File: config.mk
export PLATFORM = sky130hd
export DESIGN_NAME = serial_magnitude_comparator_flat
export DESIGN_NICKNAME = d
export VERILOG_FILES = /design/src/rtl/serial_magnitude_comparator_if.sv /design/src/rtl/serial_magnitude_comparator.sv /design/src/flat_wrapper.sv
export SDC_FILE = /design/constraint.sdc
export NUM_CORES = 1
export LEC_CHECK = 0
export ABC_AREA = 0
export BUFFER_PORTS_ARGS = -buffer_cell sky130_fd_sc_hd__buf_2
export CAP_MARGIN = 30
export CORE_MARGIN = 2
export CORE_UTILIZATION = 53
export DETAILED_ROUTE_END_ITERATION = 12
export PLACE_DENSITY = 0.76
export SLEW_MARGIN = 20
export SYNTH_ARGS = -nofsm -noshare
export SYNTH_HDL_FRONTEND = slang
export SYNTH_SLANG_ARGS = --single-unit
File: constraint.sdc
create_clock -name clk -period 3 [get_ports clk]
set_input_delay 0.15 -clock clk [delete_from_list [all_inputs] [get_ports clk]]
set_output_delay 0.15 -clock clk [all_outputs]
set_load 0.01 [all_outputs]
File: src/rtl/serial_magnitude_comparator_if.sv
// Start/done operand and result bundle for the serial magnitude comparator.
// The comparator owns the slave side; the requesting logic owns the master side.
interface serial_magnitude_comparator_if #(
  parameter int unsigned WIDTH = 8
);
  logic             start;
  logic             signed_mode;
  logic [WIDTH-1:0] a;
  logic [WIDTH-1:0] b;
  logic             g_in;
  logic             e_in;
  logic             l_in;
  logic             busy;
  logic             done;
  logic             g_o;
  logic             e_o;
  logic             l_o;

  modport master (
    output start, signed_mode, a, b, g_in, e_in, l_in,
    input  busy, done, g_o, e_o, l_o
  );

  modport slave (
    input  start, signed_mode, a, b, g_in, e_in, l_in,
    output busy, done, g_o, e_o, l_o
  );
endinterface

File: src/rtl/serial_magnitude_comparator.sv
// Multi-cycle MSB-first magnitude comparator, DIGIT bits per clock with early exit.
// The cascade inputs decide the result only when every slice compares equal.
module serial_magnitude_comparator #(
  parameter int unsigned WIDTH = 8,
  parameter int unsigned DIGIT = 2
) (
  input  logic                          clk,
  input  logic                          rst_n,
  serial_magnitude_comparator_if.slave  bus
);
  localparam int unsigned S  = WIDTH / DIGIT;
  localparam int unsigned IW = (S > 1) ? $clog2(S) : 1;

  typedef enum logic [1:0] {IDLE, RUN, DONE} state_t;

  state_t           r_state, w_state_nx;
  logic [IW-1:0]    r_idx, w_idx_nx;
  logic [WIDTH-1:0] r_a, r_b;
  logic             r_signed;
  logic [2:0]       r_cas;
  logic             r_busy, r_done, r_g, r_e, r_l;
  logic             w_busy_nx, w_done_nx, w_g_nx, w_e_nx, w_l_nx;
  logic             w_load_c;
  logic [31:0]      w_shamt;
  logic [WIDTH-1:0] w_a_sh, w_b_sh;
  logic [DIGIT-1:0] w_a_dig, w_b_dig;
  logic             w_gt, w_lt;

  // Current slice; in signed mode the top slice has its sign bit flipped so that
  // an unsigned compare orders two's-complement values correctly.
  always_comb begin
    w_shamt = 32'(r_idx) * 32'(DIGIT);
    w_a_sh  = r_a >> w_shamt;
    w_b_sh  = r_b >> w_shamt;
    w_a_dig = w_a_sh[DIGIT-1:0];
    w_b_dig = w_b_sh[DIGIT-1:0];
    if (r_signed && (r_idx == IW'(S - 1))) begin
      w_a_dig[DIGIT-1] = ~w_a_dig[DIGIT-1];
      w_b_dig[DIGIT-1] = ~w_b_dig[DIGIT-1];
    end
    w_gt = (w_a_dig > w_b_dig);
    w_lt = (w_a_dig < w_b_dig);
  end

  // Next state and next registered outputs; results only move on entry to DONE.
  always_comb begin
    w_state_nx = r_state;
    w_idx_nx   = r_idx;
    w_busy_nx  = 1'b0;
    w_done_nx  = 1'b0;
    w_g_nx     = r_g;
    w_e_nx     = r_e;
    w_l_nx     = r_l;
    w_load_c   = 1'b0;
    unique case (r_state)
      IDLE, DONE: begin
        w_state_nx = IDLE;
        if (bus.start) begin
          w_load_c   = 1'b1;
          w_idx_nx   = IW'(S - 1);
          w_state_nx = RUN;
          w_busy_nx  = 1'b1;
        end
      end
      RUN: begin
        w_busy_nx = 1'b1;
        if (w_gt || w_lt) begin
          w_g_nx     = w_gt;
          w_e_nx     = 1'b0;
          w_l_nx     = w_lt;
          w_state_nx = DONE;
          w_done_nx  = 1'b1;
          w_busy_nx  = 1'b0;
        end else if (r_idx == IW'(0)) begin
          w_g_nx     = r_cas[2];
          w_e_nx     = r_cas[1];
          w_l_nx     = r_cas[0];
          w_state_nx = DONE;
          w_done_nx  = 1'b1;
          w_busy_nx  = 1'b0;
        end else begin
          w_idx_nx = r_idx - IW'(1);
        end
      end
      default: w_state_nx = IDLE;
    endcase
  end

  always_ff @(posedge clk or negedge rst_n) begin
    if (!rst_n) begin
      r_state <= IDLE;
      r_idx   <= '0;
      r_busy  <= 1'b0;
      r_done  <= 1'b0;
      r_g     <= 1'b0;
      r_e     <= 1'b0;
      r_l     <= 1'b0;
    end else begin
      r_state <= w_state_nx;
      r_idx   <= w_idx_nx;
      r_busy  <= w_busy_nx;
      r_done  <= w_done_nx;
      r_g     <= w_g_nx;
      r_e     <= w_e_nx;
      r_l     <= w_l_nx;
    end
  end

  // Operand capture; only the accepting edge updates these.
  always_ff @(posedge clk or negedge rst_n) begin
    if (!rst_n) begin
      r_a      <= '0;
      r_b      <= '0;
      r_signed <= 1'b0;
      r_cas    <= '0;
    end else if (w_load_c) begin
      r_a      <= bus.a;
      r_b      <= bus.b;
      r_signed <= bus.signed_mode;
      r_cas    <= {bus.g_in, bus.e_in, bus.l_in};
    end
  end

  assign bus.busy = r_busy;
  assign bus.done = r_done;
  assign bus.g_o  = r_g;
  assign bus.e_o  = r_e;
  assign bus.l_o  = r_l;
endmodule

File: src/flat_wrapper.sv
// flat-port wrapper written by rule: the top's interface ports become plain ports
module serial_magnitude_comparator_flat 
#(
  parameter int unsigned WIDTH = 8,
  parameter int unsigned DIGIT = 2
)
  (clk, rst_n, bus_start, bus_signed_mode, bus_a, bus_b, bus_g_in, bus_e_in, bus_l_in, bus_busy, bus_done, bus_g_o, bus_e_o, bus_l_o);
  serial_magnitude_comparator_if #(.WIDTH(WIDTH)) bus_i ();
  input  logic clk;
  input  logic rst_n;
  input wire logic [$bits(bus_i.start)-1:0] bus_start;
  input wire logic [$bits(bus_i.signed_mode)-1:0] bus_signed_mode;
  input wire logic [$bits(bus_i.a)-1:0] bus_a;
  input wire logic [$bits(bus_i.b)-1:0] bus_b;
  input wire logic [$bits(bus_i.g_in)-1:0] bus_g_in;
  input wire logic [$bits(bus_i.e_in)-1:0] bus_e_in;
  input wire logic [$bits(bus_i.l_in)-1:0] bus_l_in;
  output wire logic [$bits(bus_i.busy)-1:0] bus_busy;
  output wire logic [$bits(bus_i.done)-1:0] bus_done;
  output wire logic [$bits(bus_i.g_o)-1:0] bus_g_o;
  output wire logic [$bits(bus_i.e_o)-1:0] bus_e_o;
  output wire logic [$bits(bus_i.l_o)-1:0] bus_l_o;
  assign bus_i.start = bus_start;
  assign bus_i.signed_mode = bus_signed_mode;
  assign bus_i.a = bus_a;
  assign bus_i.b = bus_b;
  assign bus_i.g_in = bus_g_in;
  assign bus_i.e_in = bus_e_in;
  assign bus_i.l_in = bus_l_in;
  assign bus_busy = bus_i.busy;
  assign bus_done = bus_i.done;
  assign bus_g_o = bus_i.g_o;
  assign bus_e_o = bus_i.e_o;
  assign bus_l_o = bus_i.l_o;
  serial_magnitude_comparator #(.WIDTH(WIDTH), .DIGIT(DIGIT)) u_core (.clk(clk), .rst_n(rst_n), .bus(bus_i));
endmodule
==> summary.md, run 1 <==
| Metric | Value |
|---|---|
| Status | `finished, final reports clean` |
| Row cnt | `18` |
| Area growth from synthesis to layout | `18.3%` |
| Overflow after GRT | `0` |
| Leakage | `approximately 0.74 nW` |
| Sink Count | `29` |
| TritonCTS clock tree | `yes` |
| Vias in the first global route | `about 880` |
| Syn nets | `roughly 120` |
| Pwr per Cell Area | `around 1200 mW/mm^2` |
| Pin count of the biggest net entering global routing | `30` |
| CP Max Fanout | `8` |
| Mean Syn Cell Area | `14.6 um^2` |
| Port buffer count | `27` |
| Sequential element share of the synthesized area | `54.7%` |
| CP required | `3.26 ns` |
| Detailed-route DRC error count | `0` |
| Period minus WS final | `between 2 and 3 ns` |
| R2R Path Start | `u_core.r_idx[0]` |
| Sequential power share | `approximately 37%` |
| DRT antenna net count | `0` |
| Die Span X | `~54 um` |
| Worst-path clk slew | `0.09 ns` |
| Worst Min Path Start | `bus_b[5]` |
| Worst skew pair latency | `approximately 0.33 ns` |
| FF-to-FF path depth | `6` |
| Synth async-reset ratio | `100%` |
| Post-synth EDFFs | `0` |
| Post-synth top cells | `dfrtp_1 (29), mux2_2 (20), inv_1 (6)` |
| Yosys warns | `0` |
| Min Hold Slack | `0.0404 ns` |
| Core area | `approximately 0.0024 mm^2` |
| Slew @ Worst Pin | `0.618 ns` |
| Post-CTS Setup Bufs | `0` |
| Mapped cell area | `approximately 0.0013 mm^2` |
| Switch share | `a little over a third` |
| Worst-case clock buffer depth | `2` |
| Crit share post-route | `about 84%` |
| Power share of the clock group | `14.6%` |
| Synthesis-stage register bit count | `29` |
| Synth area leader | `dfrtp_1` |
| Root buffer cell | `clkbuf_4` |
| First-pass GRT wire length | `about 3700 um` |
| DR pass1 iterations | `3` |
| Post-synth top area share | `between 50% and 60%` |
| Synth unique cells | `22` |
| Inserted Clock Buffers | `5` |
| Final WL | `2140 um` |
| Setup Skew | `0.0113 ns` |
| Internal power | `~0.0012 W` |
| HP Class | `input pin to flip-flop` |
| Die area | `approximately 0.003 mm^2` |
| Synth Instances | `between 90 and 100` |
| Psw | `about 0.00064 W` |
| Resized cells post-CTS | `0` |
| Die Height | `between 50 and 60 um` |
| Slew headroom | `approximately 59%` |
| Initial antenna violation count | `0` |
| Htree depth | `2` |
| RSZ-0062 raised after global routing | `no` |
| Max Cap Viol | `0` |
| Final setup fails | `0` |
| Worst VDD drop | `635 uV` |
| HPWL after detailed placement | `between 1500 and 2000 um` |
| Via count | `roughly 800` |
| Worst Setup SP | `u_core.r_idx[0]` |
| CP Launch Type | `flip-flop` |
| 1st-iter DRT viols | `4` |
| Routed wire per std cell | `13.9 um` |
| GRT Total Usage | `19.1%` |
| Synth top area cells | `dfrtp_1 (55%), mux2_2 (17%), mux4_2 (6.8%)` |
| CP endpoint kind | `flip-flop` |
| Ports | `28` |
| Final GP Congestion | `0.728` |
| Post-synth top flop | `dfrtp_1` |
| Nets | `150` |
| Hold path cells | `2` |
| Sum Neg Setup Slack | `0 ns` |
| Vias per inst | `around 5.3` |
| Layout cells sized above 1 | `a little over half` |
| Critical path arrival | `about 2.8 ns` |
| Hold Violations, Final | `0` |
| Diodes inserted | `0` |
| Initial core utilization | `a little over half` |
| FMAX | `around 390 MHz` |
| Final Max Tran Viols | `0` |
| Dominant cell by count in the synthesized netlist | `dfrtp_1` |
| Logic pwr share | `about half` |
| WS Path Type | `flip-flop to flip-flop` |
## area by class of cell
class	instances	area, um^2
timing repair buffer	29	153
fill	195	862
inverter	6	22.5
clock buffer	7	65.1
tap	30	37.5
sequential	29	726
multi-input combinational	52	562
clock inverter	1	5.00
## repair_timing
action / CTS / global route
setup endpoints to repair: 0 / 0
hold endpoints to repair: 29 / 0
hold buffers: 1 / 0
## worst max-delay path, stage by stage (launching register included)
cell,delay [ns]
dfrtp_1,0.55
mux4_2,0.55
xor2_1,0.16
ha_1,0.33
nand2_1,0.14
nor4_2,0.47
mux2i_1,0.26
## flip-flops by register name, summed over array words and instances (netlist names)
register         count
u_core.r_a           8
u_core.bus.e_o       1
u_core.bus.done      1
u_core.bus.l_o       1
u_core.r_signed      1
u_core.bus.busy      1
u_core.r_cas         3
u_core.r_state       2
u_core.r_b           8
u_core.bus.g_o       1
u_core.r_idx         2
## worst paths after layout
| kind | endpoint | slack [ns] |
|---|---|---|
| worst max-delay path | u_core.r_idx[1] | 0.47 |
| worst max register to register | u_core.r_idx[1] | 0.47 |
| worst min register to register | u_core.r_b[2] | 0.52 |
| min in group asynchronous | u_core.r_b[4] | 0.36 |
| worst min-delay path | u_core.r_b[5] | 0.04 |
| max in group asynchronous | u_core.r_a[1] | 2.23 |
## routing by layer
metal	vias up	GRT usage (%)	wire, um
li1	387	-	-
met1	402	20.4	854
met2	21	31.7	1120
met3	5	8.33	119
met4	0	10.4	46
met5	-	0	0
## power groups by stage
stage	clock network, W	logic, W	registers [W]
2_1_floorplan	0	0.000733	0.000657
3_3_place_gp	0	0.000854	0.000683
3_5_place_dp	0	0.000896	0.000692
4_1_cts	0.000274	0.000903	0.000684
5_1_grt	0.000294	0.000995	0.000706
6_report	0.000266	0.000881	0.000681
## cells in the final DEF, fill, tap and decap left out, types with 2 or more instances in the layout
cell type | Yosys | final
nor2_1 | 2 | 2
mux4_2 | 4 | 4
mux2i_1 | 4 | 4
clkbuf_4 | 0 | 5
dfrtp_1 | 29 | 29
or2_2 | 2 | 2
buf_2 | 4 | 27
ha_1 | 4 | 4
nor2b_1 | 3 | 2
nand2_1 | 2 | 2
mux2_2 | 20 | 20
clkbuf_8 | 0 | 2
inv_1 | 6 | 6
## cells by family (layout without fill, tap and decap cells)
family	Yosys count	count (layout)	synth area share (%)
AOI/OAI and AO/OA	5	5	3.86
xor gates and xnor gates	2	2	1.32
adders and majority gates	4	4	3.77
buffers and inverters	10	43	3.20
DFF	29	29	54.7
muxes	29	29	27.9
and+or+nand+nor	12	12	5.28
## through the flow
stage | util, % | total power (W) | setup slack [ns] | std cells | cell area (um^2)
detailed placement | 61.3 | 0.00159 | 0.470 | 145 | 1490
finish | 64.6 | 0.00183 | 0.468 | 154 | 1570
global placement | 61.3 | 0.00154 | 0.553 | 145 | 1490
floorplan | - | 0.00139 | 0.643 | 91 | 1330
CTS | 64.6 | 0.00186 | 0.436 | 154 | 1570
global route | 64.6 | 0.00200 | 0.282 | 154 | 1570
Power figures use the tool's default switching activity.
==> run 2: changes to the inputs <==
Settings changed: CORE_ASPECT_RATIO set to 0.5, CORE_UTILIZATION 53 to 47, PLACE_DENSITY 0.76 to 0.71.
Clock period 3 ns to 2.31 ns, I/O delays scaled along.
==> run 2 against run 1 <==
Sequential power up 29%. Cell area rose by 4.5%. Non-clock buffer count increased by 6. Worst hold slack improved by 0.022 ns. Clock power grew 46%. Via count up 1.5%. Critical path type unchanged.
==> summary.md, run 2 (same netlist as run 1, synthesis figures left out) <==
| Metric | Value |
|---|---|
| Layout cells sized above 1 | `55.4% (+2.2 points)` |
| Row cnt | `13 (-5)` |
| DRT antenna net count | `0 (unchanged)` |
| Pin count of the biggest net entering global routing | `30 (unchanged)` |
| Ports | `28 (unchanged)` |
| Htree depth | `2 (unchanged)` |
| Initial antenna violation count | `0 (unchanged)` |
| Max Cap Viol | `0 (unchanged)` |
| Die Span X | `79.2 um (+46%)` |
| Final setup fails | `0 (unchanged)` |
| Worst path buffer plus inverter count | `0 (unchanged)` |
| Sink Count | `29 (unchanged)` |
| DR pass1 iterations | `3 (unchanged)` |
| Final Max Tran Viols | `0 (unchanged)` |
| Top Layer Used | `met4` |
| Worst VDD drop | `639 uV (+0.62%)` |
| Final WL | `2190 um (+2.5%)` |
| Detailed-route DRC error count | `0 (unchanged)` |
| Min Hold Slack | `0.0625 ns (+0.0221 ns)` |
| Nets | `156 (+4.0%)` |
| Met1 wire length | `1060 um (+24%)` |
| Diodes inserted | `0 (unchanged)` |
| CP endpoint kind | `flip-flop` |
| WL met3 | `119 um (unchanged)` |
| GRT Total Usage | `16.0% (-3.2 points)` |
| CP Max Fanout | `4 (-4)` |
| Cell Chain, Critical Path | `mux4_2 > xor2_1 > ha_1 > nand2_2 > o311a_4 > mux2_4` |
| Die area | `0.00329 mm^2 (+13%)` |
| Period minus WS final | `2.22 ns (-0.312 ns)` |
| Commonest cells after routing, fill and taps aside | `dfrtp_1 (28), buf_2 (27), mux2_2 (20)` |
| Worst-case clock buffer depth | `2 (unchanged)` |
| Status | `finished, final reports clean` |
| Top Registers | `u_core.r_a x8, u_core.r_b x8, u_core.r_cas x3` |
| FMAX | `450 MHz (+14%)` |
| WS Path Type | `flip-flop to flip-flop` |
| Setup Skew | `0.00176 ns (-0.00949 ns)` |
| TritonCTS clock tree | `yes` |
| Overflow after GRT | `0 (unchanged)` |
| Crit share post-route | `96.1% (+12 points)` |
| Area growth from synthesis to layout | `23.6%` |
| CP Launch Type | `flip-flop` |
| Final GP Congestion | `0.728 (unchanged)` |
| Initial core utilization | `50.4% (-4.2 points)` |
| HP Class | `input pin to flip-flop` |
| Inserted Clock Buffers | `5 (unchanged)` |
| Leakage | `0.769 nW (+3.7%)` |
| 1st-iter DRT viols | `24 (+20)` |
| Root buffer cell | `clkbuf_8` |
| Slowest cell on the critical path | `mux4_2` |
| CP required | `2.48 ns (-0.78 ns)` |
| Sum Neg Setup Slack | `0 ns (unchanged)` |
| Slew headroom | `58.8% (about the same)` |
| Vias in the first global route | `821 (-7.0%)` |
| Layout Cells excl Fill | `167 (+8.4%)` |
| Vias per inst | `4.95 (-6.4%)` |
| Worst-path clk slew | `0.06 ns (-0.03 ns)` |
| Critical path arrival | `2.39 ns (-0.40 ns)` |
| Pwr per Cell Area | `1600 mW/mm^2 (+38%)` |
| Port buffer count | `27 (unchanged)` |
| First-pass GRT wire length | `3790 um (+1.5%)` |
| Hold Violations, Final | `0 (unchanged)` |
| Most common cell after layout, fill and taps aside | `dfrtp_1` |
| RSZ-0062 raised after global routing | `no` |
| Largest stage delay on the critical path | `0.52 ns (-0.03 ns)` |
| Met2 WL | `931 um (-17%)` |
| Via count | `827 (+1.5%)` |
| Slew @ Worst Pin | `0.618 ns (-0.000344 ns)` |
| Crit-path leading delay family | `multiplexers` |
| Die Height | `41.6 um (-23%)` |
| Core area | `0.00264 mm^2 (+8.3%)` |
| Inst Count DP | `157 (+8.3%)` |
| Routed wire per std cell | `13.1 um (-5.5%)` |
| Worst skew pair latency | `0.28 ns (-0.05 ns)` |
[run 2: layout make-up]
class                   instances  area (um^2)
fillers                       212          995
multi-input cells              52          567
repair buffers                 35          198
flip-flops and latches         29          727
well taps                      37         46.3
inverters                       6         22.5
clock buffers                   8         80.1
[run 2: worst paths after layout]
kind | start | to | slack (ns) | cells after the start
setup / recovery | u_core.r_idx[0] | u_core.bus.l_o | 0.09 | 6
hold / removal | bus_l_in | u_core.r_cas[0] | 0.06 | 2
setup reg to reg | u_core.r_idx[0] | u_core.bus.l_o | 0.09 | 6
hold reg to reg | u_core.r_a[5] | u_core.r_a[5] | 0.50 | 1
max in group asynchronous | rst_n | u_core.r_idx[0] | 1.48 | 2
min in group asynchronous | rst_n | u_core.r_b[4] | 0.39 | 2
[run 2: worst reg2reg max path: stages, from the launching register on]
cell	delay, ns
dfrtp_2	0.40
mux4_2	0.52
xor2_1	0.16
ha_1	0.31
nand2_2	0.09
o311a_4	0.33
mux2_4	0.29
[run 2: per-stage QoR]
stage | setup WS [ns] | power, W | util (%) | instance area (um^2)
after floorplan | 0.0184 | 0.00183 | - | 1330
after global placement | 0.0780 | 0.00220 | 58.4 | 1540
after detailed placement | 0.0414 | 0.00224 | 58.4 | 1540
after CTS | 0.0208 | 0.00264 | 61.8 | 1630
after global routing | 0.00216 | 0.00284 | 62.3 | 1640
final | 0.0895 | 0.00263 | 62.3 | 1640
[run 2: repair_timing]
action	in CTS	in global routing
setup endpoints to repair	0	7
hold buffers	1	0
endpoints found under the hold margin	29	0
resized for setup	0	2
buffers inserted	0	1
[run 2: power by group]
| group | internal, W | switching, W |
|---|---|---|
| clock network | 0.000213 | 0.000175 |
| logic | 0.000773 | 0.000589 |
| registers | 0.000741 | 0.000140 |
[run 2: routing by layer]
metal / vias to the layer above / track usage, %
met2: 21 / 22.9
met5: - / 0
met1: 399 / 19.9
met3: 9 / 6.74
li1: 398 / -
met4: 0 / 10.3
